[src/rtl/closest_hit_reducer.sv]
// Closest-hit reducer: keeps the nearest accepted intersection of one ray and emits one hit record.
// Optional shadow/any-hit mode is enabled by defining CLOSEST_HIT_ANY_EN.
module closest_hit_reducer #(
  parameter int unsigned        IDX_W  = 16,
  parameter logic signed [31:0] T_INIT = 32'sh7fffffff
) (
  input  logic                    i_clk,
  input  logic                    i_rstn,
  input  logic                    i_start,
  input  logic [IDX_W-1:0]        i_num_tris,
  input  logic signed [31:0]      i_t_max,
`ifdef CLOSEST_HIT_ANY_EN
  input  logic                    i_any_hit,
`endif
  input  logic                    i_valid,
  input  logic                    i_result,
  input  logic signed [31:0]      i_t,
  output logic                    o_busy,
  output logic                    o_valid,
  input  logic                    i_ready,
  output logic                    o_hit,
  output logic signed [31:0]      o_t,
  output logic [IDX_W-1:0]        o_tri_idx,
  output logic                    o_err
);

  typedef enum logic [1:0] {StIdle, StAccum, StDone} state_e;

  state_e             r_state, w_state_nxt;
  logic [IDX_W-1:0]   r_num_tris, r_cnt, r_best_idx, r_idx;
  logic signed [31:0] r_t_max, r_best_t, r_t;
  logic               r_best_hit, r_hit, r_valid, r_err, r_acked, r_settle;

  logic               w_take, w_last, w_accept, w_acked, w_drain_pend, w_drain;
  logic               w_any_stop, w_load, w_orphan;
  logic [IDX_W-1:0]   w_cnt_nxt;

`ifdef CLOSEST_HIT_ANY_EN
  logic r_any_hit;
  assign w_any_stop   = r_any_hit && w_take;
  assign w_drain_pend = (r_cnt != r_num_tris);
`else
  assign w_any_stop   = 1'b0;
  assign w_drain_pend = 1'b0;
`endif

  // Strict less-than keeps the earlier index on a tie.
  assign w_take   = (r_state == StAccum) && i_valid && i_result &&
                    (i_t <= r_t_max) && (i_t < r_best_t);
  assign w_last   = (r_cnt == r_num_tris - IDX_W'(1));
  assign w_accept = r_valid && i_ready;
  assign w_acked  = r_acked || w_accept;
  assign w_drain  = (r_state == StDone) && i_valid && w_drain_pend;
  assign w_orphan = i_valid && ((r_state == StIdle) ||
                                ((r_state == StDone) && !w_drain_pend));
  // The record is loaded on the second DONE cycle, giving a two-cycle result latency.
  assign w_load   = (r_state == StDone) && r_settle && !r_valid && !r_acked;

  always_comb begin
    w_cnt_nxt = r_cnt;
    if (((r_state == StAccum) && i_valid) || w_drain) begin
      w_cnt_nxt = r_cnt + IDX_W'(1);
    end
  end

  always_comb begin
    w_state_nxt = r_state;
    unique case (r_state)
      StIdle: begin
        if (i_start) begin
          w_state_nxt = (i_num_tris == '0) ? StDone : StAccum;
        end
      end
      StAccum: begin
        if (i_valid && (w_last || w_any_stop)) begin
          w_state_nxt = StDone;
        end
      end
      StDone: begin
        if (w_acked && (w_cnt_nxt == r_num_tris)) begin
          w_state_nxt = StIdle;
        end
      end
      default: w_state_nxt = StIdle;
    endcase
  end

  always_ff @(posedge i_clk) begin
    if (!i_rstn) begin
      r_state <= StIdle;
    end else begin
      r_state <= w_state_nxt;
    end
  end

  always_ff @(posedge i_clk) begin
    if (!i_rstn) begin
      r_num_tris <= '0;
      r_t_max    <= '0;
      r_cnt      <= '0;
      r_best_t   <= T_INIT;
      r_best_hit <= 1'b0;
      r_best_idx <= '0;
      r_hit      <= 1'b0;
      r_t        <= T_INIT;
      r_idx      <= '0;
      r_valid    <= 1'b0;
      r_err      <= 1'b0;
      r_acked    <= 1'b0;
      r_settle   <= 1'b0;
`ifdef CLOSEST_HIT_ANY_EN
      r_any_hit  <= 1'b0;
`endif
    end else begin
      if ((r_state == StIdle) && i_start) begin
        r_num_tris <= i_num_tris;
        r_t_max    <= i_t_max;
        r_cnt      <= '0;
        r_best_t   <= T_INIT;
        r_best_hit <= 1'b0;
        r_best_idx <= '0;
        r_acked    <= 1'b0;
`ifdef CLOSEST_HIT_ANY_EN
        r_any_hit  <= i_any_hit;
`endif
      end else begin
        r_cnt <= w_cnt_nxt;
      end

      if (w_take) begin
        r_best_t   <= i_t;
        r_best_hit <= 1'b1;
        r_best_idx <= r_cnt;
      end

      r_settle <= (r_state == StDone);

      if (w_load) begin
        r_valid <= 1'b1;
        r_hit   <= r_best_hit;
        r_t     <= r_best_t;
        r_idx   <= r_best_idx;
      end else if (w_accept) begin
        r_valid <= 1'b0;
      end

      if (w_accept) begin
        r_acked <= 1'b1;
      end

      if (w_orphan) begin
        r_err <= 1'b1;
      end
    end
  end

  assign o_busy    = (r_state != StIdle);
  assign o_valid   = r_valid;
  assign o_hit     = r_hit;
  assign o_t       = r_t;
  assign o_tri_idx = r_idx;
  assign o_err     = r_err;

endmodule
[config.mk]
export PLATFORM = sky130hd
export DESIGN_NAME = closest_hit_reducer
export DESIGN_NICKNAME = d
export VERILOG_FILES = /design/src/rtl/closest_hit_reducer.sv
export SDC_FILE = /design/constraint.sdc
export NUM_CORES = 1
export LEC_CHECK = 0
export ABC_AREA = 0
export CORE_UTILIZATION = 55
export DETAILED_ROUTE_END_ITERATION = 8
export PLACE_DENSITY = 0.81
export SKIP_CTS_REPAIR_TIMING = 1
export SLEW_MARGIN = 30
export SYNTH_ARGS = -nofsm -noshare
export SYNTH_HDL_FRONTEND = slang
export SYNTH_SLANG_ARGS = --single-unit
[constraint.sdc]
create_clock -name i_clk -period 3 [get_ports i_clk]
set_input_delay 0.45 -clock i_clk [delete_from_list [all_inputs] [get_ports i_clk]]
set_output_delay 0.45 -clock i_clk [all_outputs]
set_load 0.005 [all_outputs]
==> impl_metrics.py, run 1 <==
metrics = {
    "outcome": {
        "run_status": "completed",
    },
    "finish": {
        "seq_area_um2": 3360,
        "multi_input_area_um2": 5120,
        "area_growth_pct": 29.1,
        "drive_gt1_share_pct": 9.28,
        "fill_cells": 1213,
        "nets": 1378,
        "mostFrequentLayoutCells": "206 x nand2_1, 168 x dfxtp_1, 134 x clkdlybuf4s50_1",
        "layout_commonest_cell": "nand2_1",
        "n_antenna_cell": 0,
    },
    "drt": {
        "via_count": 7902,
        "ant_nets": 0,
        "post_drt_wl_per_cell_um": 15.3,
        "drtPass1Iterations": 5,
        "drtIter0Drc": 495,
        "wirelength_um": 22300,
        "via_per_inst": 5.43,
        "drc": 0,
    },
    "timing": {
        "setup_viol": 0,
        "fin_crit_sh_pct": 98.5,
        "fin_skew_ps": 6.48,
        "setup_slack_ps": 43.7,
        "fmax_mhz": 338,
        "whs_ps": 461,
        "slew-limit-headroom_pct": 47.5,
        "hold_viol": 0,
        "fin_crit_ps": 2960,
        "slew_violations": 0,
        "worstMarginPinSlew_ps": 787,
        "finalSetupTns_ps": 0,
    },
    "logic_synthesis": {
        "synth_ff_type": "dfxtp_1",
        "synth-async-reset-ratio_pct": 0,
        "ys_ff_latch": 168,
        "synth.avg_cell_area_um2": 8.38,
        "synth_top_area_share_pct": 37.5,
        "synth.largest_area_cell": "dfxtp_1",
        "synthesis.instances": 1070,
        "synth.distinct_cells": 59,
        "synth-seq-area-share_pct": 37.5,
        "synth_nets": 1221,
        "ys_warn_count": 0,
        "syn-cell-area_um2": 8970,
        "synth_edf_count": 0,
        "netlist_top_cells_area": "dfxtp_1 37%, ha_1 9.1%, nand2_1 8.7%",
    },
    "worst_setup_path": {
        "worstPathRequired_ps": 3360,
        "path_cells": "clkdlybuf4s50_1 -> buf_4 -> ha_1 -> and2_0 -> a221o_1 -> a221oi_1 -> o21ai_0 -> o21ai_0 -> nor4b_4 -> buf_6 -> buf_12 -> mux2i_1",
        "crit_type": "in2reg",
        "r2r_end": "r_best_t[22]",
        "path_max_fanout": 19,
        "arrival_ps": 3320,
        "rr_worst_depth": 13,
        "slowest_delay_ps": 440,
        "rr_startpoint": "r_t_max[15]",
        "cpLargestDelayFamily": "compound AO/OA/AOI/OAI gates",
        "slowest_stage": "clkdlybuf4s50_1",
        "crit_path_end_kind": "register",
        "cp_num_buf_inv": 4,
        "worstSetupStartpointType": "input port",
        "crit_top_cell": "o21ai_0",
        "rrSetupSlack_ps": 180,
    },
    "cts": {
        "clk_latency_ps": 430,
        "cts_tree": "built",
        "htree_levels": 4,
        "root_buffer": "clkbuf_16",
        "clk_pin_slew_ps": 60,
        "cts_buffers": 17,
        "cts_sinks": 168,
        "cts_max_path_buffers": 2,
    },
    "pwr": {
        "switching_share_pct": 26.7,
        "powerDensity_nw_per_um2": 489,
        "switchingPower_mw": 1.51,
        "p_leak_nw": 5.00,
        "sequentialPowerShare_pct": 42.1,
        "pwr-share-comb_pct": 17.7,
        "intPower_mw": 4.15,
        "design_power_total_mw": 5.66,
        "ir_drop_v": 0.000403,
        "clockPowerShare_pct": 40.2,
    },
    "grt": {
        "grt_pass1_wl_um": 36000,
        "grt_pass1_vias": 7382,
        "grt_remaining_overflow": 0,
        "track_usage_pct": 27.2,
        "grt_max_degree": 83,
        "antenna_found_initial": 0,
    },
    "floorplan": {
        "die_h_um": 130,
        "die_area_um2": 16800,
        "boundaryPins": 138,
        "die_w_um": 130,
        "rows": 46,
        "start_util_pct": 56.5,
        "core_um2": 15900,
    },
    "worst_hold_path": {
        "hold_class": "reg2reg",
        "min-delay-start": "o_tri_idx[10]",
        "holdPathEnd": "o_tri_idx[10]",
        "hold_depth": 2,
    },
    "placed_design": {
        "place_ws_ps": -538,
        "hpwlAfterDp_um": 15600,
        "routabilityCongestion": 0.890,
        "port_buffers": 137,
    },
    "flow_run": {
        "drv_cap": 0,
    },
}
## layer usage
layer | up-vias | track usage, % | wire length, um
li1 | 3997 | - | -
met1 | 3679 | 36.7 | 10500
met2 | 194 | 43.7 | 10200
met3 | 32 | 5.08 | 1050
met4 | 0 | 9.51 | 476
met5 | - | 0 | 0
## sequential cells by signal, summed over array words and instances, names as in the netlist, 2 cells and up
name        count
r_best_idx     16
o_tri_idx      16
r_num_tris     16
o_t            32
r_best_t       32
r_state         2
r_t_max        32
r_cnt          16
## worst register-to-register path: cells and delay by family (launching register included)
family,cells,cell delay [ps]
and+or+nand+nor,3,740
buffers and inverters,4,560
AOI/OAI and AO/OA,3,470
muxes,2,350
DFF,1,330
adders and majority gates,1,290
## cell usage after synthesis, types with 2 or more instances
master / count
nand3b_1: 3
and4_1: 4
nand4_1: 19
a21o_1: 7
nor3b_1: 2
buf_6: 2
nor3_1: 13
a2111o_1: 2
nor2_1: 31
nand3_1: 31
and3_1: 37
o21ai_1: 4
clkbuf_1: 59
o21a_1: 5
a211oi_1: 4
nand2b_1: 3
a21oi_1: 29
dfxtp_1: 168
o211ai_1: 32
o22ai_1: 2
ha_1: 65
o31ai_1: 3
inv_1: 68
xor2_1: 22
buf_4: 3
xnor2_1: 22
nor2b_1: 36
nor4_1: 12
o21ai_0: 14
a31oi_1: 3
mux2i_1: 55
and2_1: 5
nand2_1: 207
buf_2: 2
buf_1: 2
a221o_1: 3
a221oi_1: 3
a21boi_0: 67
## area by class of cell
class / instances / share of cell area [%]
multi-input combinational: 766 / 44.2
timing repair buffer: 206 / 16.9
clock inverter: 11 / 1.26
inverter: 68 / 2.20
clock buffer: 20 / 4.03
sequential: 168 / 29.0
tap: 216 / 2.33
## worst max-delay path by stage
stage          startpoint        endpoint  cells past startpoint
3_5_place_dp      i_t[14]   r_best_idx[5]                     12
6_report          i_t[26]    r_best_t[22]                     12
5_1_grt           i_t[12]     r_best_t[4]                     13
2_1_floorplan     i_t[25]    r_best_t[13]                     10
4_1_cts           i_t[14]   r_best_idx[4]                     12
3_3_place_gp      i_t[15]  r_best_idx[13]                     12
## power by group through the flow
stage	logic [mW]	clock network (mW)	registers (mW)
6_report	1.00	2.28	2.38
5_1_grt	1.11	2.41	2.39
2_1_floorplan	0.606	0	2.40
3_3_place_gp	0.950	0	2.42
3_5_place_dp	0.971	0	2.43
4_1_cts	0.985	2.30	2.38
## per-stage QoR
stage                     instance area, um2  utilization (%)  cells
after floorplan                         8970                -   1070
after global placement                 10900             68.4   1421
after detailed placement               10900             68.4   1421
after CTS                              11500             72.3   1452
after global routing                   11600             72.9   1455
final                                  11600             72.9   1455
## logic make-up (layout without fill, tap and decap cells)
logic type / after synthesis / count (layout) / share of synthesized area [%]
xor+xnor: 44 / 44 / 4.30
fa+ha+maj: 65 / 65 / 9.07
buf+inv: 136 / 305 / 6.01
flops: 168 / 168 / 37.5
compound gates: 186 / 186 / 14.5
simple gates: 415 / 415 / 22.3
mux: 56 / 56 / 6.26
Note: power is estimated with default switching activity, not from simulation.
==> inputs of run 2 (changes only) <==
--- a/config.mk
+++ b/config.mk
@@ -9,6 +9,7 @@
 export CORE_UTILIZATION = 55
 export DETAILED_ROUTE_END_ITERATION = 8
 export PLACE_DENSITY = 0.81
+export REMOVE_ABC_BUFFERS = 1
 export SKIP_CTS_REPAIR_TIMING = 1
 export SLEW_MARGIN = 30
 export SYNTH_ARGS = -nofsm -noshare
==> impl_metrics.py, run 2 (synthesis gave the netlist of run 1 again) <==
metrics = {
    "grt": {
        "grt_use_met1_pct": 34.6,
        "gr-max-usage-layer": "met2",
        "antenna_found_initial": 0,
        "grt_pass1_wl_um": 35800,
        "grt_remaining_overflow": 0,
        "met3_usage_pct": 5.08,
        "grt_pass1_vias": 7401,
        "track_usage_pct": 27.1,
        "grt_max_degree": 83,
        "use_met2_pct": 45.3,
    },
    "placed_design": {
        "place_ws_ps": -431,
        "hpwlAfterDp_um": 15700,
        "port_buffers": 137,
        "routabilityCongestion": 0.893,
        "placement.cell_area_um2": 10700,
    },
    "drt": {
        "post_drt_wl_per_cell_um": 15.6,
        "drtIter0Drc": 490,
        "via_per_inst": 5.52,
        "drc": 0,
        "ant_nets": 0,
        "wirelength_um": 22300,
        "via_count": 7900,
        "drtPass1Iterations": 5,
    },
    "worst_setup_path": {
        "rrSetupSlack_ps": 170,
        "arrival_ps": 3360,
        "path_cells": "clkdlybuf4s50_1 -> ha_1 -> nand4_1 -> nor4_1 -> buf_4 -> nand2_1 -> o21ai_0 -> mux2i_2 -> nor4b_4 -> buf_6 -> clkbuf_16 -> mux2i_1",
        "crit_type": "in2reg",
        "slowest_delay_ps": 500,
        "path_max_fanout": 12,
        "rr_startpoint": "r_t_max[25]",
        "rr_worst_depth": 12,
        "worstPathRequired_ps": 3370,
        "cp_num_buf_inv": 4,
        "r2r_end": "r_best_t[31]",
        "slowest_stage": "clkdlybuf4s50_1",
        "crit_path_end_kind": "register",
        "cpLargestDelayFamily": "buffers and inverters",
        "worstSetupStartpointType": "input port",
    },
    "worst_hold_path": {
        "hold_class": "in2reg",
        "min-delay-start": "i_t[9]",
        "holdPathEnd": "r_best_t[9]",
        "hold_depth": 3,
    },
    "pwr": {
        "ir_drop_v": 0.000426,
        "powerDensity_nw_per_um2": 491,
        "p_leak_nw": 4.89,
    },
    "finish": {
        "final_area_um2": 11400,
        "drive_gt1_share_pct": 7.49,
        "fill_cells": 1268,
        "nets": 1353,
        "mostFrequentLayoutCells": "206 x nand2_1, 168 x dfxtp_1, 134 x clkdlybuf4s50_1",
        "area_growth_pct": 27.1,
        "n_antenna_cell": 0,
        "layout_commonest_cell": "nand2_1",
    },
    "floorplan": {
        "die_w_um": 130,
        "die_area_um2": 16800,
        "core_um2": 15900,
        "boundaryPins": 138,
        "start_util_pct": 56.5,
        "die_h_um": 130,
        "rows": 46,
    },
    "timing": {
        "setup_viol": 0,
        "slew_violations": 0,
        "rsz0062_at_grt": "false",
        "setup_slack_ps": 9.20,
        "worstMarginPinSlew_ps": 741,
        "hold_viol": 0,
        "slew-limit-headroom_pct": 50.6,
        "fin_crit_ps": 2990,
        "finalSetupTns_ps": 0,
        "fin_crit_sh_pct": 99.7,
        "fin_skew_ps": 7.99,
        "fmax_mhz": 334,
    },
    "outcome": {
        "run_status": "completed",
    },
    "cts": {
        "clk_pin_slew_ps": 70,
        "cts_sinks": 168,
        "clk_latency_ps": 440,
        "cts_max_path_buffers": 2,
        "cts_tree": "built",
        "root_buffer": "clkbuf_16",
        "cts_buffers": 17,
        "htree_levels": 4,
    },
    "flow_run": {
        "drv_cap": 0,
    },
}
run 2: cell types whose count changed in the layout (fill, tap and decap cells not counted), moves of 2 or more:
cell,delta
buf_4,-25
ha_1,+2
inv_6,+4
clkbuf_8,-2
ha_4,-2
run 2: how the worst max path moves through the flow:
stage,startpoint,endpoint,slack [ps],cells past startpoint
after floorplan,i_t[25],r_best_idx[0],-1370,8
after global placement,i_t[11],r_best_t[19],-260,11
after detailed placement,i_t[11],r_best_t[24],-430,11
after CTS,i_t[11],r_best_idx[6],9,11
after global routing,i_t[7],r_best_idx[13],10,12
final,i_t[22],r_best_t[31],9,12
run 2: final cells by class:
| cell class | instances | area (um2) | share of cell area [%] |
|---|---|---|---|
| clock buffer | 18 | 439 | 3.85 |
| inverter | 68 | 255 | 2.24 |
| sequential | 168 | 3360 | 29.5 |
| clock inverter | 14 | 159 | 1.39 |
| multi-input combinational | 766 | 5120 | 44.9 |
| tap | 216 | 270 | 2.37 |
| timing repair buffer | 181 | 1790 | 15.7 |
run 2: per-stage QoR:
stage               cells  total power [mW]  hold slack [ps]  utilization, %
floorplan            1002              2.96              436               -
finish               1431              5.59              399            71.8
CTS                  1428              5.59              465            71.1
detailed placement   1396              3.38              455            67.4
global route         1431              5.82              439            71.8
global placement     1396              3.35              447            67.4
run 2: where the power goes:
group          internal [mW]  total, mW  switching (mW)
clock network           1.27       2.23           0.965
registers               2.31       2.39          0.0788
logic                  0.449      0.976           0.527
total                   4.02       5.59            1.57
run 2: metal layers:
| metal | share of wire, % | vias to the layer above | wire length (um) |
|---|---|---|---|
| met2 | 47 | 246 | 10500 |
| met1 | 45 | 3653 | 9980 |
| li1 | - | 3944 | - |
| met5 | 0 | - | 0 |
| met4 | 2.6 | 0 | 584 |
| met3 | 5.9 | 57 | 1310 |
run 2: worst register-to-register path, delay by kind of cell, from the launching register on:
kind	cells	cell delay, ps
mux	2	320
compound gates	1	220
buf+inv	4	620
simple gates	4	980
fa+ha+maj	1	290
flops	1	340
